===== src/rtl/divider_8b4b.sv =====
// Unsigned 8-bit by 4-bit restoring divider, one quotient bit per cycle.
// A zero divisor finishes on the acceptance edge with q=8'hFF, r=x[3:0] and dz=1.
//
// Handshake: start is sampled only while busy=0 (IDLE or DONE). x and y are
// latched on that same edge. done is a one-cycle pulse that qualifies q/r/dz,
// and q/r/dz hold their value until the next completion.
module divider_8b4b (
  input  logic       clk,
  input  logic       rst,
  input  logic       start,
  input  logic [7:0] x,
  input  logic [3:0] y,
  output logic [7:0] q,
  output logic [3:0] r,
  output logic       dz,
  output logic       busy,
  output logic       done,
  output logic [1:0] dbg_state
);

  typedef enum logic [1:0] {
    IDLE = 2'd0,
    RUN  = 2'd1,
    DONE = 2'd2
  } state_t;

  state_t     state;
  logic [2:0] cnt;
  logic [7:0] dvd;
  logic [7:0] quo;
  logic [3:0] div;
  logic [3:0] rem;

  logic [4:0] part;
  logic       fits;
  logic [3:0] rem_next;
  logic [7:0] quo_next;

  // After a subtraction the partial remainder is below div, so it fits in 4 bits.
  always_comb begin
    part     = {rem, dvd[7]};
    fits     = (part >= {1'b0, div});
    rem_next = part[3:0];
    if (fits) rem_next = 4'(part - {1'b0, div});
    quo_next = {quo[6:0], fits};
  end

  assign dbg_state = state;

  always_ff @(posedge clk) begin
    if (rst) begin
      state <= IDLE;
      cnt   <= 3'd0;
      dvd   <= 8'd0;
      div   <= 4'd0;
      rem   <= 4'd0;
      quo   <= 8'd0;
      q     <= 8'd0;
      r     <= 4'd0;
      dz    <= 1'b0;
      busy  <= 1'b0;
      done  <= 1'b0;
    end else begin
      done <= 1'b0;
      case (state)
        RUN: begin
          dvd <= {dvd[6:0], 1'b0};
          rem <= rem_next;
          quo <= quo_next;
          cnt <= cnt + 3'd1;
          if (cnt == 3'd7) begin
            state <= DONE;
            busy  <= 1'b0;
            done  <= 1'b1;
            q     <= quo_next;
            r     <= rem_next;
            dz    <= 1'b0;
          end
        end
        default: begin
          state <= IDLE;
          if (start) begin
            dvd <= x;
            div <= y;
            rem <= 4'd0;
            quo <= 8'd0;
            cnt <= 3'd0;
            if (y == 4'd0) begin
              state <= DONE;
              done  <= 1'b1;
              q     <= 8'hFF;
              r     <= x[3:0];
              dz    <= 1'b1;
            end else begin
              state <= RUN;
              busy  <= 1'b1;
            end
          end
        end
      endcase
    end
  end

endmodule


===== config.mk =====
export PLATFORM = sky130hd
export DESIGN_NAME = divider_8b4b
export DESIGN_NICKNAME = d
export VERILOG_FILES = /design/src/rtl/divider_8b4b.sv
export SDC_FILE = /design/constraint.sdc
export NUM_CORES = 1
export LEC_CHECK = 0
export ABC_CLOCK_PERIOD_IN_PS = 5850
export BUFFER_PORTS_ARGS = -buffer_cell sky130_fd_sc_hd__buf_4
export CORE_MARGIN = 2
export CORE_UTILIZATION = 34
export CTS_CLUSTER_DIAMETER = 200
export DETAILED_ROUTE_END_ITERATION = 8
export GPL_TIMING_DRIVEN = 1
export PLACE_DENSITY = 0.59
export REMOVE_ABC_BUFFERS = 1
export SETUP_SLACK_MARGIN = 0.02
export SYNTH_ARGS = -nofsm -noshare
export SYNTH_HDL_FRONTEND = slang
export SYNTH_SLANG_ARGS = --single-unit

===== constraint.sdc =====
create_clock -name clk -period 5.85 [get_ports clk]
set_input_delay 0.2925 -clock clk [delete_from_list [all_inputs] [get_ports clk]]
set_output_delay 0.2925 -clock clk [all_outputs]
set_load 0.01 [all_outputs]

Word level (Yosys, flattened, before mapping)
Index checks and enable logic that the tools add are counted.

Add/subtract/negate cells: 2. Order comparisons: 1. Equality and inequality tests: 4. Multiplexer cells: 32. Bitwise logic cells: 1. Reduce and logical (&&, ||, !) cells: 7.

Operators by type and width (number): $mux W8 (6); $mux W4 (7); $mux W7 (2); $mux W1 (11); $mux W2 (4); $mux W3 (2); $reduce_and A3 Y1 (2); $ge A5 B4 Y1 (1); $logic_not A4 Y1 (1); $reduce_bool A2 Y1 (2); $sub A4 B4 Y4 (1); $add A3 B1 Y3 const B (1); $eq A3 B3 Y1 const B (1); $eq A2 B1 Y1 const B (1); $ne A2 B1 Y1 const B (1); $ne A2 B2 Y1 const B (1); $reduce_and A2 Y1 (1); $reduce_or A2 Y1 (1); $not A1 Y1 (1).

Flip-flop bits (word level): 43. Input bits: 15. Output and inout bits: 17.

Logic depth before layout (Yosys ltp)
Gate-level depths: netlist (run 1).

Depth in word-level cells: 4. Depth in mapped cells: 7. Gate-level depth less buffers: 6.

Worst setup path after synthesis (run 1)
OpenSTA, ideal clock, no wires.

Kind: reg2reg. Start: register dvd[7]. End: register r[1]. Setup time: 0.091 ns. Arrival time: 1.770 ns. Required time: 5.759 ns. Path slack: 3.989 ns. Cell stages (with the launch flop): 6. Buffers on the path: 0. Cell sequence: dfxtp_1 inv_1 ha_1 fa_1 or4_1 a311oi_1.

Cells in the longest elaborated chain, start to end: 4. Elaborated cells on any way between the ends: 5.

Ends and longest elaborated chain: start: declaration (line 29) `logic [7:0] dvd;`; start signal: assignment (line 67) `dvd <= {dvd[6:0], 1'b0};`; $sub A4 B4 Y4 or $ge A5 B4 Y1 (tied branches) (line 44, 42); $mux W4 (*) (line 44) `if (fits) rem_next = 4'(part - {1'b0, div});`; $mux W4 (*) (line 71) `if (cnt == 3'd7) begin`; $mux W4 (*) (line 65) `case (state)`; end signal: assignment (line 76) `r <= rem_next;`; end signal: assignment (line 92) `r <= x[3:0];`; end: declaration (line 14) `output logic [3:0] r,`.

Every way passes the cells marked *; elsewhere a longest branch is shown, timed or not. The select of a mux whose other input is x is not followed. A chain may end at the register's enable or synchronous reset.

Worst setup path after layout (run 1)
Start: register state[1], in the netlist dbg_state[1]. End: register r[2].

Cells in the longest elaborated chain, start to end: 3. Elaborated cells on any way between the ends: 6.

Ends and longest elaborated chain: start: declaration (line 27) `state_t state;`; start signal: assignment (line 52) `state <= IDLE;`; start signal: assignment (line 72) `state <= DONE;`; start signal: assignment (line 81) `state <= IDLE;`; $eq A2 B1 Y1 (*) (line 65); $ne A2 B2 Y1 (no line) or $reduce_bool A2 Y1 (tied branches); $reduce_and A3 Y1 (no line).

Every way passes the cells marked *; elsewhere a longest branch is shown, timed or not.

==> out/qor.yml, run 1 <==
yosys:
  ys_top_cells_by_count: "dfxtp_1 (43), nor2_1 (24), a21oi_1 (20), nand2_1 (20), nor3_1 (17)"
  yosys.area.top_type: "dfxtp_1"
  yosysTopAreaCellShare_pct: 44.1
  synthCells: 224
  synth_most_common_cell: "dfxtp_1"
  syn_area_um2: 1950
  yosys_warnings: 0
  synth.area.top_cells: "dfxtp_1 (44%), a21oi_1 (5.1%), nor2_1 (4.6%), nor3_1 (4.4%), mux2i_1 (4.1%)"
  synth_flop_cell: "dfxtp_1"
  synth-seq-area-share_pct: 44.1
  ys_ff_latch: 43
  async_reset_ff_share_pct: 0
  synth_edf_count: 0
  synth_area_per_cell_um2: 8.71
  synth.distinct_cells: 38
pwr:
  leakagePower_uw: 0.000884
  ir_drop_v: 0.000120
  pwr-share-seq_pct: 49.0
  netSwitchingPower_uw: 162
  pwr-share-comb_pct: 13.9
  power.total_uw: 642
  power_density_nw_per_um2: 280
  p_int_uw: 480
  p_clk_share_pct: 37.1
  swShare_pct: 25.2
clocking:
  cts-htree-levels: 2
  cts_buffers: 5
  clkSlewWorstSetupHoldPaths_ns: 0.08
  cts_tree: "built"
  post_cts_resize_count: 0
  clk-insertion-delay-late_ns: 0.29
  clock_path_buffers: 2
  cts_setup_buffers: 0
  cts_hold_buffers: 0
  clock-root-buffer: "clkbuf_8"
  cts.sinks: 43
route:
  postRouteWirelength_mm: 4.22
  drcViolationCount: 0
  postRouteAntennaNets: 0
  post_drt_wl_per_cell_um: 13.2
  drt-initial-drc-count: 72
  vias: 1617
  dr.pass1.iters: 5
  viasPerCell: 5.07
setup_path:
  arrival_ns: 2.19
  required_ns: 6.01
  cp-start-kind: "flop"
  critPathCaptureType: "flop"
  path_max_fanout: 21
  slowest_delay_ns: 0.67
  criticalPathCategory: "reg2reg"
  cp_slowest_cell: "o31ai_4"
  crit_buf_inv: 0
  crit_family: "compound AO/OA/AOI/OAI gates"
  crit_chain: "and2b_1 -> o31ai_4 -> a21boi_0 -> a311oi_1"
timing:
  rsz0062_at_grt: "false"
  hold_slack_ns: 0.267
  worstMarginPinSlew_ns: 0.755
  setup_tns_ns: 0
  hold_violations: 0
  relSlewSlack_pct: 49.7
  drv_slew: 0
  setup_viol_count_final: 0
  min_period_ns: 2.03
  fin_skew_ns: 0.00556
  fmaxAchievable_mhz: 494
  fin_crit_sh_pct: 34.6
final_layout:
  utilization_pct: 41.4
  drive_above_1_share_pct: 17.8
  design_area_um2: 2300
  synthToLayoutAreaGrowth_pct: 17.6
  insertedDiodeCount: 0
  nets: 268
floorplanning:
  die_y_um: 79.8
  ios: 32
  rows: 27
  die_w_um: 79.8
  initial_core_util_pct: 35.2
  design.die.area_um2: 6360
  core-area_um2: 5540
grt:
  track_usage_pct: 14.1
  grt_max_degree: 44
  grt_pass1_vias: 1488
  grt_pass1_wl_mm: 7.07
  antenna_found_initial: 0
  grt-ovfl-total: 0
place:
  io_buffers: 31
  place_congestion: 0.800
  placed_cell_area_um2: 2180
  hpwl_mm: 2.91
run_status:
  status: "completed"
hold_path:
  worst_hold_path_type: "in2reg"
run:
  maxCapViolCount: 0
metal layers:
layer	wire, um	track usage, %	vias up
met5	0	0	-
met4	34	4.58	0
met3	232	3.17	2
li1	-	-	840
met1	2100	19.6	735
met2	1850	21.8	40
tightest hold or removal path: stages:
cell and delay [ns]:
buf_4 0.11, nand3_1 0.06, a21oi_1 0.05
logic make-up (layout without fill, tap and decap cells):
family,after synthesis,in the layout,share of synthesized area (%)
fa+ha+maj,7,7,4.87
simple gates,89,89,21.4
flops,43,43,44.1
buf+inv,24,47,6.67
mux,8,8,4.10
xor+xnor,1,1,0.449
compound gates,52,52,18.4
placed cells by master (no fill, tap or decap), drive strengths merged, types with 2 or more instances in the layout:
cell	instances
clkbuf	6
nor3	17
a21oi	20
nand2	20
or4	3
o21ai	3
and2	2
a21boi	3
buf	32
nor2	24
a31oi	3
inv	7
nand3	15
or3	2
mux2i	8
dfxtp	43
nand2b	3
ha	6
a211oi	9
a311oi	6
o211ai	4
power by group through the flow:
stage | combinational [uW] | clock [uW] | sequential (uW)
floorplan | 54.2 | 0 | 321
global placement | 88.7 | 0 | 321
detailed placement | 89.1 | 0 | 321
CTS | 89.4 | 242 | 315
global route | 100 | 252 | 316
finish | 89.0 | 238 | 315
path summary, 6_finish.rpt:
check                    start  endpoint  depth (start not counted)  slack [ns]
setup / recovery  dbg_state[1]      r[2]                          4        3.82
hold / removal            y[3]    div[3]                          3        0.27
setup reg to reg  dbg_state[1]      r[2]                          4        3.82
hold reg to reg         div[3]    div[3]                          2        0.46
area by class of cell:
| cell class | instances | area (um2) |
|---|---|---|
| inverter | 7 | 26.3 |
| sequential | 43 | 861 |
| clock buffer | 6 | 82.6 |
| timing repair buffer | 32 | 240 |
| fill | 576 | 3240 |
| clock inverter | 2 | 35.0 |
| multi-input combinational | 157 | 961 |
| tap | 72 | 90.1 |
flip-flops by register name (all words and copies together), names as in the netlist, 2 cells and up:
signal and flops:
r 4, rem 4, quo 7, div 4
dbg_state 2, q 8, dvd 8, cnt 3
stage by stage:
step / cells / setup slack [ns]
after floorplan: 207 / 3.87
after global placement: 311 / 3.89
after detailed placement: 311 / 3.77
after CTS: 319 / 3.80
after global routing: 319 / 3.61
final: 319 / 3.82
Power figures use the tool's default switching activity.
==> run 2, diff against run 1 <==
ABC_CLOCK_PERIOD_IN_PS = 1670   (was 5850)
PLACE_DENSITY = 0.61   (was 0.59)
clock period = 1.67 ns   (was 5.85 ns; I/O delays follow)
==> run 2 against run 1 <==
Effect of this change:
- the flow now finishes with violations (negative setup slack)
- largest power group unchanged
- utilization up 5.6 points
- highest routed layer unchanged
- cell count up 8.5%
- total power rose to 3.7 times the previous value
==> out/qor.yml, run 2 (synthesized netlist as in run 1, its figures left out) <==
pwr:
  ir_drop_v: 0.000539  # +350%
  leakagePower_uw: 0.00104  # +17%
  power_density_nw_per_um2: 920  # +230%
setup_path:
  arrival_ns: 1.95  # -0.24 ns
  crit_chain: "inv_2 -> ha_4 -> o21ai_2 -> and2_4 -> or4_4 -> a311oi_2"
  critPathCaptureType: "flop"
  crit_family: "simple AND/OR/NAND/NOR gates"
  required_ns: 1.87  # -4.14 ns
  slowest_delay_ns: 0.54  # -0.13 ns
  path_max_fanout: 4  # -81%
  cp_slowest_cell: "or4_4"
  criticalPathCategory: "reg2reg"
  cp-start-kind: "flop"
  crit_buf_inv: 1  # +1
timing:
  rsz0062_at_grt: "true"
  fin_crit_sh_pct: 105  # +70 points
  min_period_ns: 1.75  # -0.280 ns
  drv_slew: 0  # unchanged
  worstMarginPinSlew_ns: 0.468  # -0.286 ns
  setup_viol_count_final: 8  # +8
  fin_skew_ns: 0.00569  # +0.000133 ns
  fmaxAchievable_mhz: 573  # +16%
  relSlewSlack_pct: 68.8  # +19 points
  hold_violations: 0  # unchanged
  hold_slack_ns: 0.0483  # -0.218 ns
  final.setup.worst_slack_ns: -0.0754  # -3.90 ns
final_layout:
  synthToLayoutAreaGrowth_pct: 33.4
  nets: 295  # +10%
  layout_commonest_cell: "buf_4"
  regArea_um2: 867  # +0.73%
  utilization_pct: 47.0  # +5.6 points
  drive_above_1_share_pct: 33.6  # +16 points
  multi_input_area_um2: 1060  # +9.9%
  insertedDiodeCount: 0  # unchanged
  final_cell_mix: "buf_4 (58), dfxtp_1 (38), nor2_1 (24)"
  reg.largest.list: "dvd x8, q x8, quo x7"
  fill_cells: 577  # +0.17%
route:
  vias: 1762  # +9.0%
  viasPerCell: 5.09  # +0.46%
  drt-initial-drc-count: 119  # +65%
  post_drt_wl_per_cell_um: 13.4  # +0.93%
  postRouteAntennaNets: 0  # unchanged
  drcViolationCount: 0  # unchanged
  postRouteWirelength_mm: 4.62  # +9.5%
  dr.pass1.iters: 4  # -1
floorplanning:
  design.die.area_um2: 6360  # unchanged
  ios: 32  # unchanged
  rows: 27  # unchanged
  initial_core_util_pct: 35.2  # unchanged
  core-area_um2: 5540  # unchanged
  die_w_um: 79.8  # unchanged
  die_y_um: 79.8  # unchanged
place:
  hpwl_mm: 3.13  # +7.7%
  io_buffers: 31  # unchanged
  place_congestion: 0.786  # -1.7%
clocking:
  clkSlewWorstSetupHoldPaths_ns: 0.08  # about the same
  cts.sinks: 43  # unchanged
  cts-htree-levels: 2  # unchanged
  cts_buffers: 5  # unchanged
  clk-insertion-delay-late_ns: 0.29  # about the same
  cts_tree: "built"
  clock-root-buffer: "clkbuf_8"
  clock_path_buffers: 2  # unchanged
  cts_hold_buffers: 0  # unchanged
grt:
  grt_pass1_vias: 1645  # +11%
  grt-ovfl-total: 0  # unchanged
  grt_pass1_wl_mm: 7.98  # +13%
  track_usage_pct: 16.1  # +2.0 points
  antenna_found_initial: 0  # unchanged
  grt_max_degree: 44  # unchanged
run_status:
  violations: "negative setup slack"
  status: "complete, but fails checks"
hold_path:
  worst_hold_path_type: "in2reg"
run:
  maxCapViolCount: 0  # unchanged
[run 2: layout make-up]
type                    count  share of cell area [%]
flip-flops and latches     43                    33.3
repair buffers             59                    17.2
multi-input cells         157                    40.6
clock inverters             2                    1.35
well taps                  72                    3.46
clock buffers               6                    3.17
inverters                   7                    1.01
[run 2: power by group]
group          internal [uW]  switching [uW]
logic                    217             227
clock network            484             361
registers               1070            31.3
[run 2: what timing repair did]
action,4_1_cts,5_1_grt
gates resized for setup,24,0
setup endpoints to repair,10,10
pin swaps,15,4
buffers inserted,0,3
gates cloned,0,0
[run 2: per-layer routing]
layer	track usage (%)	share of wire, %	vias to the layer above
li1	-	-	901
met1	21.6	48	820
met2	25.3	46	35
met3	3.62	4.0	6
met4	6.10	1.8	0
met5	0	0	-
[run 2: worst register-to-register path: stages (launching register included)]
cell,delay [ns]
dfxtp_2,0.34
inv_2,0.04
ha_4,0.26
o21ai_2,0.06
and2_4,0.17
or4_4,0.54
a311oi_2,0.25
[run 2: path summary, 6_finish.rpt]
| path | from | end | slack (ns) | cells after the start |
|---|---|---|---|---|
| max reg2reg | div[3] | r[1] | -0.08 | 6 |
| min | y[3] | div[3] | 0.05 | 3 |
| min reg2reg | busy | busy | 0.46 | 2 |
| max | div[3] | r[1] | -0.08 | 6 |
[run 2: through the flow]
step,power (uW),instances,worst slack (ns),area [um2],setup TNS (ns)
finish,2400,346,-0.0754,2600,-0.370
global route,2520,346,-0.185,2600,-1.13
global placement,1500,335,-0.206,2360,-1.33
floorplan,1310,207,-0.309,1850,-1.40
CTS,2400,343,-0.110,2580,-0.309
detailed placement,1500,335,-0.229,2360,-1.46
